### src/rtl/regfile_pkg.sv
// Shared types and constants for the register-file writeback path.
// Latency: n/a (package only).
// Backpressure: n/a (package only).
package regfile_pkg;

    localparam int XLEN     = 64;
    localparam int AW       = 5;
    localparam int NUM_REGS = 32;

    // Requester identifiers; also the encoding of the round-robin pointer.
    typedef enum logic {
        REQ_ALU = 1'b0,
        REQ_MEM = 1'b1
    } req_e;

    // One queued writeback: destination register plus result.
    typedef struct packed {
        logic [AW-1:0]   rd;
        logic [XLEN-1:0] data;
    } wb_entry_t;

    // One-hot decode of a register index into a per-register mask.
    function automatic logic [NUM_REGS-1:0] rd_onehot(input logic [AW-1:0] rd);
        rd_onehot     = '0;
        rd_onehot[rd] = 1'b1;
    endfunction

endpackage

### src/rtl/regfile_write_arbiter_wb_fifo.sv
// Small writeback FIFO with an occupied-destination mask for hazard tracking.
// Latency: an entry pushed at posedge N is visible at the head after N.
// Backpressure: full_o is pure FIFO state; a push while full is dropped, pop never bypasses.
module wb_fifo
    import regfile_pkg::*;
#(
    parameter int DEPTH = 2
) (
    input  logic                clk,
    input  logic                rst,
    input  logic                push_i,
    input  wb_entry_t           push_dat_i,
    input  logic                pop_i,
    output logic                full_o,
    output logic                empty_o,
    output wb_entry_t           head_o,
    output logic [NUM_REGS-1:0] rd_mask_o
);

    localparam int          PW       = $clog2(DEPTH);
    localparam logic [PW:0] FULL_CNT = (PW+1)'(DEPTH);

    logic [PW-1:0] wr_ptr_q, wr_ptr_d;
    logic [PW-1:0] rd_ptr_q, rd_ptr_d;
    logic [PW:0]   count_q,  count_d;
    wb_entry_t     mem_q [DEPTH];
    logic          do_push, do_pop;
    logic [PW-1:0] slot_off;

    assign full_o  = (count_q == FULL_CNT);
    assign empty_o = (count_q == '0);
    assign do_push = push_i && !full_o;
    assign do_pop  = pop_i && !empty_o;
    assign head_o  = mem_q[rd_ptr_q];

    // Pointer and occupancy update; pointers wrap naturally since DEPTH is a power of two.
    always_comb begin
        wr_ptr_d = wr_ptr_q;
        rd_ptr_d = rd_ptr_q;
        count_d  = count_q;
        if (do_push) wr_ptr_d = wr_ptr_q + PW'(1);
        if (do_pop)  rd_ptr_d = rd_ptr_q + PW'(1);
        case ({do_push, do_pop})
            2'b10:   count_d = count_q + (PW+1)'(1);
            2'b01:   count_d = count_q - (PW+1)'(1);
            default: count_d = count_q;
        endcase
    end

    // Pointer/count state; reset empties the FIFO.
    always_ff @(posedge clk or posedge rst) begin
        if (rst) begin
            wr_ptr_q <= '0;
            rd_ptr_q <= '0;
            count_q  <= '0;
        end else begin
            wr_ptr_q <= wr_ptr_d;
            rd_ptr_q <= rd_ptr_d;
            count_q  <= count_d;
        end
    end

    // Storage needs no reset: only slots inside the occupied window are ever read.
    always_ff @(posedge clk) begin
        if (do_push) mem_q[wr_ptr_q] <= push_dat_i;
    end

    // A slot is live when its distance from the read pointer is below the count.
    always_comb begin
        rd_mask_o = '0;
        slot_off  = '0;
        for (int i = 0; i < DEPTH; i++) begin
            slot_off = PW'(i) - rd_ptr_q;
            if ({1'b0, slot_off} < count_q) rd_mask_o = rd_mask_o | rd_onehot(mem_q[i].rd);
        end
    end

endmodule

### src/rtl/regfile_write_arbiter.sv
// Round-robin share of the register-file write port between ALU and load writebacks.
// Latency: accept at posedge N, write enable high N+1..N+2 when uncontended.
// Backpressure: per-requester ready = FIFO not full, independent of valid; x0 writes are swallowed.
module regfile_write_arbiter
    import regfile_pkg::*;
#(
    parameter int DEPTH = 2,
    // Widths follow the package entry type; these exist so the port list reads naturally.
    parameter int XLEN  = regfile_pkg::XLEN,
    parameter int AW    = regfile_pkg::AW
) (
    input  logic            clk,
    input  logic            rst,
    input  logic            alu_valid,
    output logic            alu_ready,
    input  logic [AW-1:0]   alu_rd,
    input  logic [XLEN-1:0] alu_data,
    input  logic            mem_valid,
    output logic            mem_ready,
    input  logic [AW-1:0]   mem_rd,
    input  logic [XLEN-1:0] mem_data,
    output logic            regWrite,
    output logic [AW-1:0]   writeRegister,
    output logic [XLEN-1:0] writeData,
    output logic [31:0]     pending
);

    wb_entry_t           alu_push_dat, mem_push_dat;
    wb_entry_t           alu_head, mem_head;
    logic                alu_full, alu_empty, mem_full, mem_empty;
    logic                alu_push, mem_push, alu_pop, mem_pop;
    logic [NUM_REGS-1:0] alu_mask, mem_mask;

    // Most recently granted requester; reset to MEM so the first tie goes to ALU.
    req_e                last_gnt_q, last_gnt_d;
    logic                reg_write_q, reg_write_d;
    logic [AW-1:0]       wr_reg_q, wr_reg_d;
    logic [XLEN-1:0]     wr_data_q, wr_data_d;

    assign alu_ready    = !alu_full;
    assign mem_ready    = !mem_full;
    // x0 completes the handshake but never enters a FIFO.
    assign alu_push     = alu_valid && !alu_full && (alu_rd != '0);
    assign mem_push     = mem_valid && !mem_full && (mem_rd != '0);
    assign alu_push_dat = '{rd: alu_rd, data: alu_data};
    assign mem_push_dat = '{rd: mem_rd, data: mem_data};

    wb_fifo #(.DEPTH(DEPTH)) u_alu_fifo (
        .clk        (clk),
        .rst        (rst),
        .push_i     (alu_push),
        .push_dat_i (alu_push_dat),
        .pop_i      (alu_pop),
        .full_o     (alu_full),
        .empty_o    (alu_empty),
        .head_o     (alu_head),
        .rd_mask_o  (alu_mask)
    );

    wb_fifo #(.DEPTH(DEPTH)) u_mem_fifo (
        .clk        (clk),
        .rst        (rst),
        .push_i     (mem_push),
        .push_dat_i (mem_push_dat),
        .pop_i      (mem_pop),
        .full_o     (mem_full),
        .empty_o    (mem_empty),
        .head_o     (mem_head),
        .rd_mask_o  (mem_mask)
    );

    // Grant selection and output-stage next state; address/data hold when idle.
    always_comb begin
        alu_pop     = 1'b0;
        mem_pop     = 1'b0;
        last_gnt_d  = last_gnt_q;
        reg_write_d = 1'b0;
        wr_reg_d    = wr_reg_q;
        wr_data_d   = wr_data_q;
        if (!alu_empty && (mem_empty || last_gnt_q == REQ_MEM)) begin
            alu_pop     = 1'b1;
            last_gnt_d  = REQ_ALU;
            reg_write_d = 1'b1;
            wr_reg_d    = alu_head.rd;
            wr_data_d   = alu_head.data;
        end else if (!mem_empty) begin
            mem_pop     = 1'b1;
            last_gnt_d  = REQ_MEM;
            reg_write_d = 1'b1;
            wr_reg_d    = mem_head.rd;
            wr_data_d   = mem_head.data;
        end
    end

    // Registered write port and round-robin pointer; reset kills any write in flight.
    always_ff @(posedge clk or posedge rst) begin
        if (rst) begin
            last_gnt_q  <= REQ_MEM;
            reg_write_q <= 1'b0;
            wr_reg_q    <= '0;
            wr_data_q   <= '0;
        end else begin
            last_gnt_q  <= last_gnt_d;
            reg_write_q <= reg_write_d;
            wr_reg_q    <= wr_reg_d;
            wr_data_q   <= wr_data_d;
        end
    end

    assign regWrite      = reg_write_q;
    assign writeRegister = wr_reg_q;
    assign writeData     = wr_data_q;
    assign pending       = alu_mask | mem_mask | (reg_write_q ? rd_onehot(wr_reg_q) : '0);

endmodule

### config.mk
export PLATFORM = sky130hd
export DESIGN_NAME = regfile_write_arbiter
export DESIGN_NICKNAME = d
export VERILOG_FILES = /design/src/rtl/regfile_pkg.sv /design/src/rtl/regfile_write_arbiter_wb_fifo.sv /design/src/rtl/regfile_write_arbiter.sv
export SDC_FILE = /design/constraint.sdc
export NUM_CORES = 1
export LEC_CHECK = 0
export BUFFER_PORTS_ARGS = -buffer_cell sky130_fd_sc_hd__buf_4
export CORE_AREA = 2 2 150 299
export DETAILED_ROUTE_END_ITERATION = 12
export DIE_AREA = 0 0 152 301
export PLACE_DENSITY = 0.51
export RECOVER_POWER = 100
export SETUP_SLACK_MARGIN = 0.3
export SYNTH_ARGS = -nofsm -noshare
export SYNTH_HDL_FRONTEND = slang
export SYNTH_SLANG_ARGS = --single-unit
### constraint.sdc
create_clock -name clk -period 4.34 [get_ports clk]
set_input_delay 0.651 -clock clk [delete_from_list [all_inputs] [get_ports clk]]
set_output_delay 0.651 -clock clk [all_outputs]
set_load 0.02 [all_outputs]
==> impl_metrics.prom, run 1 <==
# TYPE chip_impl_metric gauge
chip_impl_info{name="run_status",value="complete, but fails checks"} 1
chip_impl_info{name="violations_in_the_final_reports",value="capacitance limit, slew limit"} 1
chip_impl_metric{name="grt_antenna_before_repair",unit=""} 3
chip_impl_metric{name="drtPass1Iterations",unit=""} 5
chip_impl_metric{name="drc_errors",unit=""} 0
chip_impl_metric{name="post_cts.resized_instances",unit=""} 0
chip_impl_metric{name="post_route_cells_drive_above_1_share",unit="%"} 14.53
chip_impl_metric{name="setup_viol",unit=""} 0
chip_impl_info{name="critPathKind",value="register to primary output"} 1
chip_impl_metric{name="grt_start_max_net_pins",unit=""} 55
chip_impl_metric{name="number_of_hold_violations_in_the_final_report",unit=""} 0
chip_impl_metric{name="global_route_wire_length_before_repair",unit="um"} 71770
chip_impl_metric{name="finalNetCount",unit=""} 1345
chip_impl_metric{name="insertion_delay",unit="ns"} 0.58
chip_impl_metric{name="place.gp.congestion",unit=""} 1.043
chip_impl_metric{name="leakagePower",unit="nW"} 6.314
chip_impl_metric{name="max_clock_freq",unit="MHz"} 256.6
chip_impl_info{name="endpoint_kind",value="primary output"} 1
chip_impl_metric{name="filler_cell_count",unit=""} 4178
chip_impl_info{name="synth_ff_type",value="edfxtp_1"} 1
chip_impl_metric{name="final.min_clock_period",unit="ns"} 3.897
chip_impl_metric{name="synth_enable_flop_cells",unit=""} 276
chip_impl_metric{name="drv_cap",unit=""} 6
chip_impl_metric{name="htree_levels",unit=""} 1
chip_impl_info{name="synthDominantAreaCellType",value="edfxtp_1"} 1
chip_impl_metric{name="areaGrowthSynthToFinish",unit="%"} 15.51
chip_impl_metric{name="regArea",unit="sq um"} 10270
chip_impl_metric{name="crit_required",unit="ns"} 3.69
chip_impl_metric{name="place_hpwl",unit="um"} 36810
chip_impl_metric{name="cts_max_path_buffers",unit=""} 3
chip_impl_metric{name="post_synth_num_cell_types",unit=""} 67
chip_impl_info{name="grt_setup_unrepaired",value="false"} 1
chip_impl_metric{name="cts_hold_buf",unit=""} 0
chip_impl_metric{name="powerDensity",unit="nW/um^2"} 753.3
chip_impl_metric{name="coreArea",unit="sq um"} 43380
chip_impl_metric{name="synth.ff_latch_count",unit=""} 355
chip_impl_metric{name="die_area",unit="sq um"} 45750
chip_impl_metric{name="final_design_area_no_fill",unit="sq um"} 17420
chip_impl_info{name="ys_top_cells_by_count",value="edfxtp_1, mux2i_1, nand2_1"} 1
chip_impl_metric{name="global_route.usage.total",unit="%"} 21.74
chip_impl_metric{name="routed_wl",unit="um"} 50920
chip_impl_metric{name="top_level_ports",unit=""} 246
chip_impl_metric{name="synth_top_cell_area_share",unit="%"} 54.95
chip_impl_info{name="most_frequent_cell_after_synthesis",value="edfxtp_1"} 1
chip_impl_metric{name="yosysWarnings",unit=""} 0
chip_impl_metric{name="final_critical_path_setup_slack",unit="ns"} 0.4428
chip_impl_metric{name="fin_worst_skew",unit="ns"} 0.01290
chip_impl_metric{name="critical_path_peak_fanout",unit=""} 33
chip_impl_metric{name="tritoncts_sinks",unit=""} 355
chip_impl_info{name="critical_path.startpoint_type",value="register"} 1
chip_impl_metric{name="wl_per_cell",unit="um"} 28.66
chip_impl_metric{name="grt_overflow_total",unit=""} 0
chip_impl_metric{name="syn-cell-area",unit="sq um"} 15080
chip_impl_metric{name="cts_setup_buffers",unit=""} 0
chip_impl_metric{name="worst_ir_drop_vdd",unit="mV"} 0.4158
chip_impl_metric{name="floorplan.initialDensity",unit="%"} 34.77
chip_impl_metric{name="first_iter_violations",unit=""} 400
chip_impl_metric{name="clk_transition_reported_paths",unit="ns"} 0.08
chip_impl_metric{name="first_global_vias",unit=""} 10142
chip_impl_metric{name="total_power",unit="mW"} 13.12
chip_impl_metric{name="fp.dieH",unit="um"} 301
chip_impl_metric{name="postSynth.asyncResetShare",unit="%"} 22.25
chip_impl_metric{name="cts_buf_count",unit=""} 30
chip_impl_metric{name="rows",unit=""} 108
chip_impl_metric{name="final_antenna_net_count",unit=""} 0
chip_impl_metric{name="buffer_ports.inserted",unit=""} 245
chip_impl_metric{name="post_synth_net_total",unit=""} 1104
chip_impl_metric{name="pre_cts_ws",unit="ns"} 1.323
chip_impl_metric{name="final.period_utilization",unit="%"} 89.80
chip_impl_info{name="ctsRootBufferMaster",value="clkbuf_16"} 1
chip_impl_metric{name="postPlaceCellArea",unit="sq um"} 17460
chip_impl_info{name="cts_tree",value="built"} 1
chip_impl_metric{name="tightest_slew",unit="ns"} 2.684
chip_impl_metric{name="vias",unit=""} 9432
chip_impl_metric{name="seq_area_frac_synth",unit="%"} 68.07
chip_impl_metric{name="syn-mean-instance-area",unit="sq um"} 15.71
chip_impl_metric{name="detail_route.vias_per_cell",unit=""} 5.308
chip_impl_metric{name="multi_input_comb_area",unit="sq um"} 4049
chip_impl_metric{name="fp.dieW",unit="um"} 152
chip_impl_info{name="min-delay-path-class",value="input pin to register"} 1
chip_impl_metric{name="final_max_slew_viol_count",unit=""} 171
chip_impl_metric{name="crit_arrival",unit="ns"} 3.25
chip_impl_info{name="post_synth_main_area_contributors",value="edfxtp_1, dfrtp_1, mux2i_1"} 1
chip_impl_metric{name="slew-limit-headroom",unit="%"} -78.94
chip_impl_metric{name="synth_cells",unit=""} 960
final cells by class:
type / count / area share, %
Clock buffer: 37 / 4.632
Sequential cell: 355 / 58.93
Clock inverter: 19 / 1.300
Inverter: 10 / 0.2226
Tap cell: 550 / 3.950
Multi-Input combinational cell: 537 / 23.24
Timing Repair Buffer: 267 / 7.692
Antenna cell: 2 / 0.02873
cells in the final DEF, fill, tap and decap left out, types with 7 or more instances in the layout:
| cell | n |
|---|---|
| o221ai_2 | 7 |
| buf_4 | 21 |
| dfrtp_1 | 77 |
| o21ai_0 | 14 |
| a211o_1 | 8 |
| nor3b_1 | 11 |
| nand2b_1 | 9 |
| nor2_1 | 23 |
| mux2_2 | 7 |
| mux2i_1 | 138 |
| nand3b_1 | 16 |
| a22oi_1 | 15 |
| o22ai_1 | 25 |
| nor3_1 | 15 |
| edfxtp_1 | 276 |
| xnor2_1 | 7 |
| clkbuf_1 | 177 |
| o221ai_1 | 58 |
| nand3_1 | 19 |
| nand2_1 | 85 |
| clkbuf_16 | 30 |
| nor2b_1 | 7 |
| inv_1 | 9 |
| clkbuf_4 | 67 |
cell families after synthesis:
group,synth area share (%)
fa+ha+maj,0.1659
flops,68.07
buf+inv,2.696
simple gates,7.483
mux,9.905
xor+xnor,0.6306
compound gates,11.05
worst max-delay path: stages, from the launching register on:
cell	delay [ns]
dfrtp_2	1.13
a21oi_4	0.23
or3_1	0.64
o22ai_1	0.26
a211o_1	0.14
clkbuf_1	0.28
state kept, by name (all words and copies together), names as in the netlist:
name and flops:
u_alu_fifo.rd_ptr_q 1, u_mem_fifo.count_q 2, writeRegister 5, u_mem_fifo.rd_ptr_q 1, u_mem_fifo.wr_ptr_q 1, u_mem_fifo.mem_q 138, u_alu_fifo.mem_q 138, u_alu_fifo.count_q 2
regWrite 1, last_gnt_q 1, u_alu_fifo.wr_ptr_q 1, writeData 64
stage by stage:
stage / cells / utilization, % / TNS [ns] / hold slack, ns
after floorplan: 960 / - / -35.48 / 0.4681
after global placement: 1719 / 40.25 / 0 / 0.4743
after detailed placement: 1719 / 40.25 / 0 / 0.4753
after CTS: 1775 / 42.63 / 0 / 0.1898
after global routing: 1776 / 40.16 / 0 / 0.2531
final: 1777 / 40.16 / 0 / 0.2785
worst paths after layout:
path | cells past startpoint | start | slack, ns | to
max in group asynchronous | 3 | rst | 1.36 | writeData[12]
worst max register to register | 4 | u_mem_fifo.count_q[0] | 0.68 | u_mem_fifo.mem_q[0][31]
worst min register to register | 2 | writeData[17] | 0.49 | writeData[17]
worst min-delay path | 1 | mem_data[45] | 0.28 | u_mem_fifo.mem_q[1][45]
min in group asynchronous | 2 | rst | 0.74 | writeData[0]
worst max-delay path | 5 | u_mem_fifo.rd_ptr_q | 0.44 | pending[24]
power breakdown:
| part | switching (mW) | internal, mW | total [mW] |
|---|---|---|---|
| logic | 3.26 | 1.55 | 4.82 |
| clock network | 1.26 | 1.57 | 2.83 |
| registers | 0.685 | 4.79 | 5.47 |
per-layer routing:
| layer | vias up | global-route usage (%) | part of all wire [%] |
|---|---|---|---|
| met4 | 2 | 14.37 | 7.3 |
| met5 | - | 0 | 0.020 |
| li1 | 4241 | - | - |
| met2 | 319 | 42.71 | 57 |
| met3 | 113 | 3.138 | 4.1 |
| met1 | 4757 | 20.56 | 32 |
Power figures use the tool's default switching activity.
==> run 2: changes to the inputs <==
Settings changed: PLACE_DENSITY 0.51 to unset.
Clock period 4.34 ns to 4.15 ns, I/O delays scaled along.
==> run 2 against run 1 <==
- the run still ends with capacitance limit, slew limit left
- via count grew 0.84%
- flip-flop and latch count is the same
- core utilization increased by 0.092 points
- combinational power grew 4%
- sequential share of layout area shrank 0.099 points
- clock skew grew 0.0036 ns
- highest routed layer is now met4
==> impl_metrics.prom, run 2 (synthesis gave the netlist of run 1 again) <==
# TYPE chip_impl_metric gauge
chip_impl_metric{name="floorplan.initialDensity",unit="%"} 34.77
chip_impl_metric{name="detail_route.vias_per_cell",unit=""} 5.355
chip_impl_metric{name="first_iter_violations",unit=""} 550
chip_impl_metric{name="fp.dieW",unit="um"} 152
chip_impl_info{name="ctsRootBufferMaster",value="clkbuf_16"} 1
chip_impl_metric{name="worst_ir_drop_vdd",unit="mV"} 0.4987
chip_impl_metric{name="cts_buf_count",unit=""} 30
chip_impl_info{name="critical_path.startpoint_type",value="register"} 1
chip_impl_metric{name="insertion_delay",unit="ns"} 0.57
chip_impl_metric{name="post_route_cells_drive_above_1_share",unit="%"} 15.72
chip_impl_metric{name="die_area",unit="sq um"} 45750
chip_impl_metric{name="global_route_wire_length_before_repair",unit="um"} 69010
chip_impl_metric{name="final_max_slew_viol_count",unit=""} 154
chip_impl_metric{name="final_antenna_net_count",unit=""} 0
chip_impl_metric{name="met3_usage",unit="%"} 2.778
chip_impl_metric{name="number_of_hold_violations_in_the_final_report",unit=""} 0
chip_impl_metric{name="postPlaceCellArea",unit="sq um"} 17490
chip_impl_metric{name="filler_cell_count",unit=""} 4172
chip_impl_info{name="global_route.peak_usage_layer",value="met2"} 1
chip_impl_info{name="endpoint_kind",value="primary output"} 1
chip_impl_metric{name="rows",unit=""} 108
chip_impl_metric{name="place_hpwl",unit="um"} 33660
chip_impl_info{name="critPathKind",value="register to primary output"} 1
chip_impl_metric{name="cts_max_path_buffers",unit=""} 3
chip_impl_metric{name="vias",unit=""} 9511
chip_impl_info{name="run_status",value="complete, but fails checks"} 1
chip_impl_metric{name="drv_cap",unit=""} 4
chip_impl_info{name="cts_tree",value="built"} 1
chip_impl_metric{name="finalNetCount",unit=""} 1341
chip_impl_metric{name="final.min_clock_period",unit="ns"} 3.672
chip_impl_metric{name="tightest_slew",unit="ns"} 2.027
chip_impl_metric{name="tritoncts_sinks",unit=""} 355
chip_impl_metric{name="drtPass1Iterations",unit=""} 5
chip_impl_metric{name="place.gp.congestion",unit=""} 1.032
chip_impl_metric{name="setup_viol",unit=""} 0
chip_impl_metric{name="powerDensity",unit="nW/um^2"} 779.2
chip_impl_metric{name="layout.core_utilization",unit="%"} 40.26
chip_impl_metric{name="fin_worst_skew",unit="ns"} 0.01647
chip_impl_metric{name="crit_required",unit="ns"} 3.53
chip_impl_metric{name="final_design_area_no_fill",unit="sq um"} 17460
chip_impl_info{name="most-common-layout-cells",value="edfxtp_1, clkbuf_1, mux2i_1"} 1
chip_impl_metric{name="regArea",unit="sq um"} 10270
chip_impl_metric{name="final.period_utilization",unit="%"} 88.49
chip_impl_metric{name="cts_hold_buf",unit=""} 0
chip_impl_metric{name="global_route.usage.total",unit="%"} 20.40
chip_impl_metric{name="use_met2",unit="%"} 39.36
chip_impl_metric{name="cts_setup_buffers",unit=""} 0
chip_impl_metric{name="wl_per_cell",unit="um"} 26.92
chip_impl_metric{name="multi_input_comb_area",unit="sq um"} 4025
chip_impl_metric{name="grt_start_max_net_pins",unit=""} 81
chip_impl_metric{name="grt_overflow_total",unit=""} 0
chip_impl_metric{name="top_level_ports",unit=""} 246
chip_impl_metric{name="max_clock_freq",unit="MHz"} 272.3
chip_impl_info{name="grt_setup_unrepaired",value="false"} 1
chip_impl_info{name="min-delay-path-class",value="input pin to register"} 1
chip_impl_metric{name="post_cts.resized_instances",unit=""} 0
chip_impl_metric{name="crit_arrival",unit="ns"} 3.05
chip_impl_metric{name="coreArea",unit="sq um"} 43380
chip_impl_metric{name="grt_antenna_before_repair",unit=""} 5
chip_impl_metric{name="first_global_vias",unit=""} 10255
chip_impl_metric{name="slew-limit-headroom",unit="%"} -35.16
chip_impl_info{name="violations_in_the_final_reports",value="capacitance limit, slew limit"} 1
chip_impl_metric{name="buffer_ports.inserted",unit=""} 245
chip_impl_metric{name="htree_levels",unit=""} 1
chip_impl_info{name="layout_commonest_cell",value="edfxtp_1"} 1
chip_impl_metric{name="globalRouteMet1Util",unit="%"} 19.88
chip_impl_metric{name="critical_path_peak_fanout",unit=""} 9
chip_impl_metric{name="leakagePower",unit="nW"} 6.346
chip_impl_metric{name="drc_errors",unit=""} 0
chip_impl_metric{name="routed_wl",unit="um"} 47810
chip_impl_metric{name="areaGrowthSynthToFinish",unit="%"} 15.78
chip_impl_metric{name="clk_transition_reported_paths",unit="ns"} 0.07
chip_impl_metric{name="fp.dieH",unit="um"} 301
[run 2: cell count changes in the layout (fill, tap and decap cells not counted), moves of 3 or more]
cell / delta
clkbuf_1: -21
clkbuf_4: +18
buf_4: -4
nor2_2: +4
clkinv_1: +3
clkinvlp_4: +3
diode_2: +3
[run 2: worst paths after layout]
check / to / from / cells past startpoint / slack [ns]
max in group asynchronous: writeData[23] / rst / 3 / 1.70
setup reg to reg: u_alu_fifo.mem_q[1][25] / u_alu_fifo.count_q[0] / 4 / 0.63
min in group asynchronous: writeData[50] / rst / 2 / 0.35
hold / removal: u_alu_fifo.mem_q[1][39] / alu_data[39] / 1 / 0.26
setup / recovery: pending[29] / u_alu_fifo.count_q[0] / 5 / 0.48
hold reg to reg: writeData[0] / writeData[0] / 2 / 0.49
[run 2: routing by layer]
layer | up-vias | share of wire, %
met3 | 138 | 4.2
met2 | 361 | 56
met1 | 4771 | 33
li1 | 4241 | -
met5 | - | 0
met4 | 0 | 7.0
[run 2: critical path, cell delays in order, from the launching register on]
cell      delay, ns
dfrtp_1        0.54
nor2b_2        0.27
o21ai_1        0.88
o22ai_1        0.20
a2111o_1       0.41
clkbuf_1       0.18
[run 2: final cells by class]
type | instances | area share, %
sequential | 355 | 58.84
multi-input combinational | 537 | 23.05
timing repair buffer | 263 | 8.083
clock buffer | 37 | 4.686
tap | 550 | 3.941
clock inverter | 19 | 1.111
inverter | 10 | 0.2221
antenna | 5 | 0.07165
[run 2: power breakdown]
part / total [mW] / switching [mW] / internal (mW)
sequential: 5.72 / 0.711 / 5.01
clock: 2.89 / 1.29 / 1.60
combinational: 5.00 / 3.38 / 1.63
total: 13.6 / 5.37 / 8.23
[run 2: through the flow]
stage | instances | total power, mW | setup TNS (ns) | setup slack (ns) | hold slack, ns
4_1_cts | 1771 | 14.73 | 0 | 0.7290 | 0.01741
5_1_grt | 1776 | 14.30 | 0 | 0.3111 | 0.2294
6_report | 1776 | 13.61 | 0 | 0.4776 | 0.2574
3_5_place_dp | 1715 | 11.84 | 0 | 1.231 | 0.4766
3_3_place_gp | 1715 | 11.76 | 0 | 1.295 | 0.4687
2_1_floorplan | 960 | 9.623 | -87.92 | -0.3230 | 0.4681
==> run 3: changes to the inputs <==
Settings changed: CELL_PAD_IN_SITES_DETAIL_PLACEMENT set to 1, CELL_PAD_IN_SITES_GLOBAL_PLACEMENT set to 2, GPL_TIMING_DRIVEN set to 0, PLACE_DENSITY_LB_ADDON set to 0.1.
==> run 3 against run 2 <==
- first-iteration DRC count down 35%
- cell count up 2.9%
- the flow still finishes with violations (capacitance limit, slew limit)
- total power up 5.7%
- flip-flop and latch count unchanged
- via count up 2.0%
- sequential share of layout area down 1.6 points
- critical path type unchanged
- register-to-register slack worse by 0.09 ns
- core utilization up 1.1 points
- critical endpoint is now pending[4]
- hold slack better by 0.050 ns
- maximum frequency down 0.63%
- worst setup slack worse by 0.023 ns
==> impl_metrics.prom, run 3 (synthesis gave the netlist of run 1 again) <==
# TYPE chip_impl_metric gauge
chip_impl_metric{name="crit_arrival",unit="ns"} 3.07
chip_impl_metric{name="stdcell_count",unit=""} 1828
chip_impl_metric{name="post_route_cells_drive_above_1_share",unit="%"} 16.29
chip_impl_metric{name="coreArea",unit="sq um"} 43380
chip_impl_info{name="r2r_start",value="u_mem_fifo.count_q[1]"} 1
chip_impl_metric{name="place_inst",unit=""} 1766
chip_impl_metric{name="drtPass1Iterations",unit=""} 4
chip_impl_metric{name="critical_path_peak_fanout",unit=""} 10
chip_impl_metric{name="die_area",unit="sq um"} 45750
chip_impl_metric{name="place_hpwl",unit="um"} 37330
chip_impl_metric{name="first_global_vias",unit=""} 10729
chip_impl_info{name="critical_path.startpoint",value="u_mem_fifo.mem_q[0][66]"} 1
chip_impl_metric{name="areaGrowthSynthToFinish",unit="%"} 18.99
chip_impl_metric{name="clk_transition_reported_paths",unit="ns"} 0.07
chip_impl_metric{name="floorplan.initialDensity",unit="%"} 34.77
chip_impl_info{name="run_status",value="complete, but fails checks"} 1
chip_impl_metric{name="routed_wl",unit="um"} 50640
chip_impl_metric{name="insertion_delay",unit="ns"} 0.52
chip_impl_metric{name="tritoncts_sinks",unit=""} 355
chip_impl_info{name="critPathKind",value="register to primary output"} 1
chip_impl_metric{name="grt_antenna_before_repair",unit=""} 2
chip_impl_metric{name="wl_per_cell",unit="um"} 27.70
chip_impl_metric{name="wl_met3",unit="um"} 2167
chip_impl_metric{name="filler_cell_count",unit=""} 4510
chip_impl_info{name="cts_tree",value="built"} 1
chip_impl_info{name="endpoint_kind",value="primary output"} 1
chip_impl_metric{name="fin_hold_ws",unit="ns"} 0.3069
chip_impl_metric{name="max_clock_freq",unit="MHz"} 270.6
chip_impl_metric{name="slew-limit-headroom",unit="%"} -78.94
chip_impl_metric{name="finalNetCount",unit=""} 1396
chip_impl_metric{name="vias",unit=""} 9704
chip_impl_metric{name="register_to_register_setup_slack",unit="ns"} 0.54
chip_impl_metric{name="grt_overflow_total",unit=""} 0
chip_impl_metric{name="global_route_wire_length_before_repair",unit="um"} 73320
chip_impl_metric{name="top_level_ports",unit=""} 246
chip_impl_metric{name="leakagePower",unit="nW"} 6.567
chip_impl_metric{name="cts_hold_buf",unit=""} 0
chip_impl_info{name="layout_commonest_cell",value="edfxtp_1"} 1
chip_impl_metric{name="powerDensity",unit="nW/um^2"} 801.3
chip_impl_info{name="grt_setup_unrepaired",value="false"} 1
chip_impl_info{name="reg2reg_to",value="u_mem_fifo.mem_q[1][10]"} 1
chip_impl_info{name="violations_in_the_final_reports",value="capacitance limit, slew limit"} 1
chip_impl_metric{name="final_antenna_net_count",unit=""} 0
chip_impl_metric{name="fp.dieW",unit="um"} 152
chip_impl_metric{name="grt_start_max_net_pins",unit=""} 49
chip_impl_info{name="routed.top_layer",value="met5"} 1
chip_impl_metric{name="htree_levels",unit=""} 2
chip_impl_metric{name="cts_setup_buffers",unit=""} 0
chip_impl_metric{name="multi_input_comb_area",unit="sq um"} 4048
chip_impl_info{name="critical_path.startpoint_type",value="register"} 1
chip_impl_metric{name="routedLengthMet1",unit="um"} 17210
chip_impl_metric{name="drc_errors",unit=""} 0
chip_impl_metric{name="fin_worst_skew",unit="ns"} 0.02827
chip_impl_metric{name="buffer_ports.inserted",unit=""} 245
chip_impl_metric{name="tightest_slew",unit="ns"} 2.669
chip_impl_metric{name="final_max_slew_viol_count",unit=""} 105
chip_impl_metric{name="final.min_clock_period",unit="ns"} 3.696
chip_impl_metric{name="detail_route.vias_per_cell",unit=""} 5.309
chip_impl_metric{name="drv_cap",unit=""} 4
chip_impl_metric{name="post_cts.resized_instances",unit=""} 0
chip_impl_metric{name="cts_buf_count",unit=""} 34
chip_impl_metric{name="fp.dieH",unit="um"} 301
chip_impl_metric{name="first_iter_violations",unit=""} 355
chip_impl_metric{name="global_route.usage.total",unit="%"} 21.87
chip_impl_metric{name="number_of_hold_violations_in_the_final_report",unit=""} 0
chip_impl_metric{name="crit_required",unit="ns"} 3.53
chip_impl_metric{name="worst_ir_drop_vdd",unit="mV"} 0.4596
chip_impl_metric{name="met2WireLength",unit="um"} 28710
chip_impl_metric{name="layout.core_utilization",unit="%"} 41.37
chip_impl_metric{name="rows",unit=""} 108
chip_impl_metric{name="timing.reg2reg.worst_path_depth",unit=""} 6
chip_impl_metric{name="cts_max_path_buffers",unit=""} 3
chip_impl_info{name="most-common-layout-cells",value="edfxtp_1, clkbuf_1, mux2i_1"} 1
chip_impl_metric{name="final.period_utilization",unit="%"} 89.05
chip_impl_info{name="timing.critical_path.to",value="pending[4]"} 1
chip_impl_info{name="min-delay-path-class",value="input pin to register"} 1
chip_impl_metric{name="pre_cts_ws",unit="ns"} 1.173
chip_impl_info{name="ctsRootBufferMaster",value="clkbuf_16"} 1
chip_impl_metric{name="regArea",unit="sq um"} 10270
chip_impl_metric{name="final_critical_path_setup_slack",unit="ns"} 0.4545
chip_impl_metric{name="place.gp.congestion",unit=""} 0.9159
chip_impl_metric{name="setup_viol",unit=""} 0
## run 3: how the worst min path moves through the flow
| stage | startpoint | endpoint | slack [ns] | cells past startpoint |
|---|---|---|---|---|
| after global routing | alu_data[53] | u_alu_fifo.mem_q[0][53] | 0.28 | 1 |
| after global placement | writeData[27] | writeData[27] | 0.47 | 2 |
| final | mem_data[32] | u_mem_fifo.mem_q[0][32] | 0.31 | 1 |
| after detailed placement | writeData[25] | writeData[25] | 0.48 | 2 |
| after floorplan | u_alu_fifo.wr_ptr_q | u_alu_fifo.wr_ptr_q | 0.47 | 1 |
| after CTS | mem_data[32] | u_mem_fifo.mem_q[0][32] | 0.25 | 1 |
## run 3: worst max-delay path, stage by stage, from the launching register on
cell and delay, ns:
edfxtp_1 0.33, clkbuf_1 0.40, nor3b_1 1.11, inv_1 0.10
o22ai_1 0.21, a211o_1 0.14, clkbuf_1 0.27
## run 3: routing by layer
layer | track usage, % | up-vias
li1 | - | 4343
met1 | 21.60 | 4919
met2 | 43.36 | 323
met3 | 3.900 | 117
met4 | 10.28 | 2
met5 | 0 | -
## run 3: final cells by class
type / count / area share [%]
Timing Repair Buffer: 256 / 7.899
Buffer: 58 / 1.987
Sequential cell: 355 / 57.21
Clock inverter: 16 / 1.032
Inverter: 10 / 0.2161
Multi-Input combinational cell: 537 / 22.55
Tap cell: 550 / 3.835
Clock buffer: 45 / 5.257
Antenna cell: 1 / 0.01394
## run 3: where the power goes
part / total [mW] / switching (mW) / internal (mW)
Sequential: 5.44 / 0.443 / 4.99
Clock: 3.16 / 1.30 / 1.86
Combinational: 5.79 / 3.86 / 1.93
Total: 14.4 / 5.60 / 8.78
## run 3: stage by stage
step,TNS (ns),instance area (sq um),power (mW)
finish,0,17950,14.38
global route,0,17950,15.15
CTS,0,19010,15.61
detailed placement,0,17880,12.40
global placement,-953.68,17610,12.25
floorplan,-87.92,15080,9.623
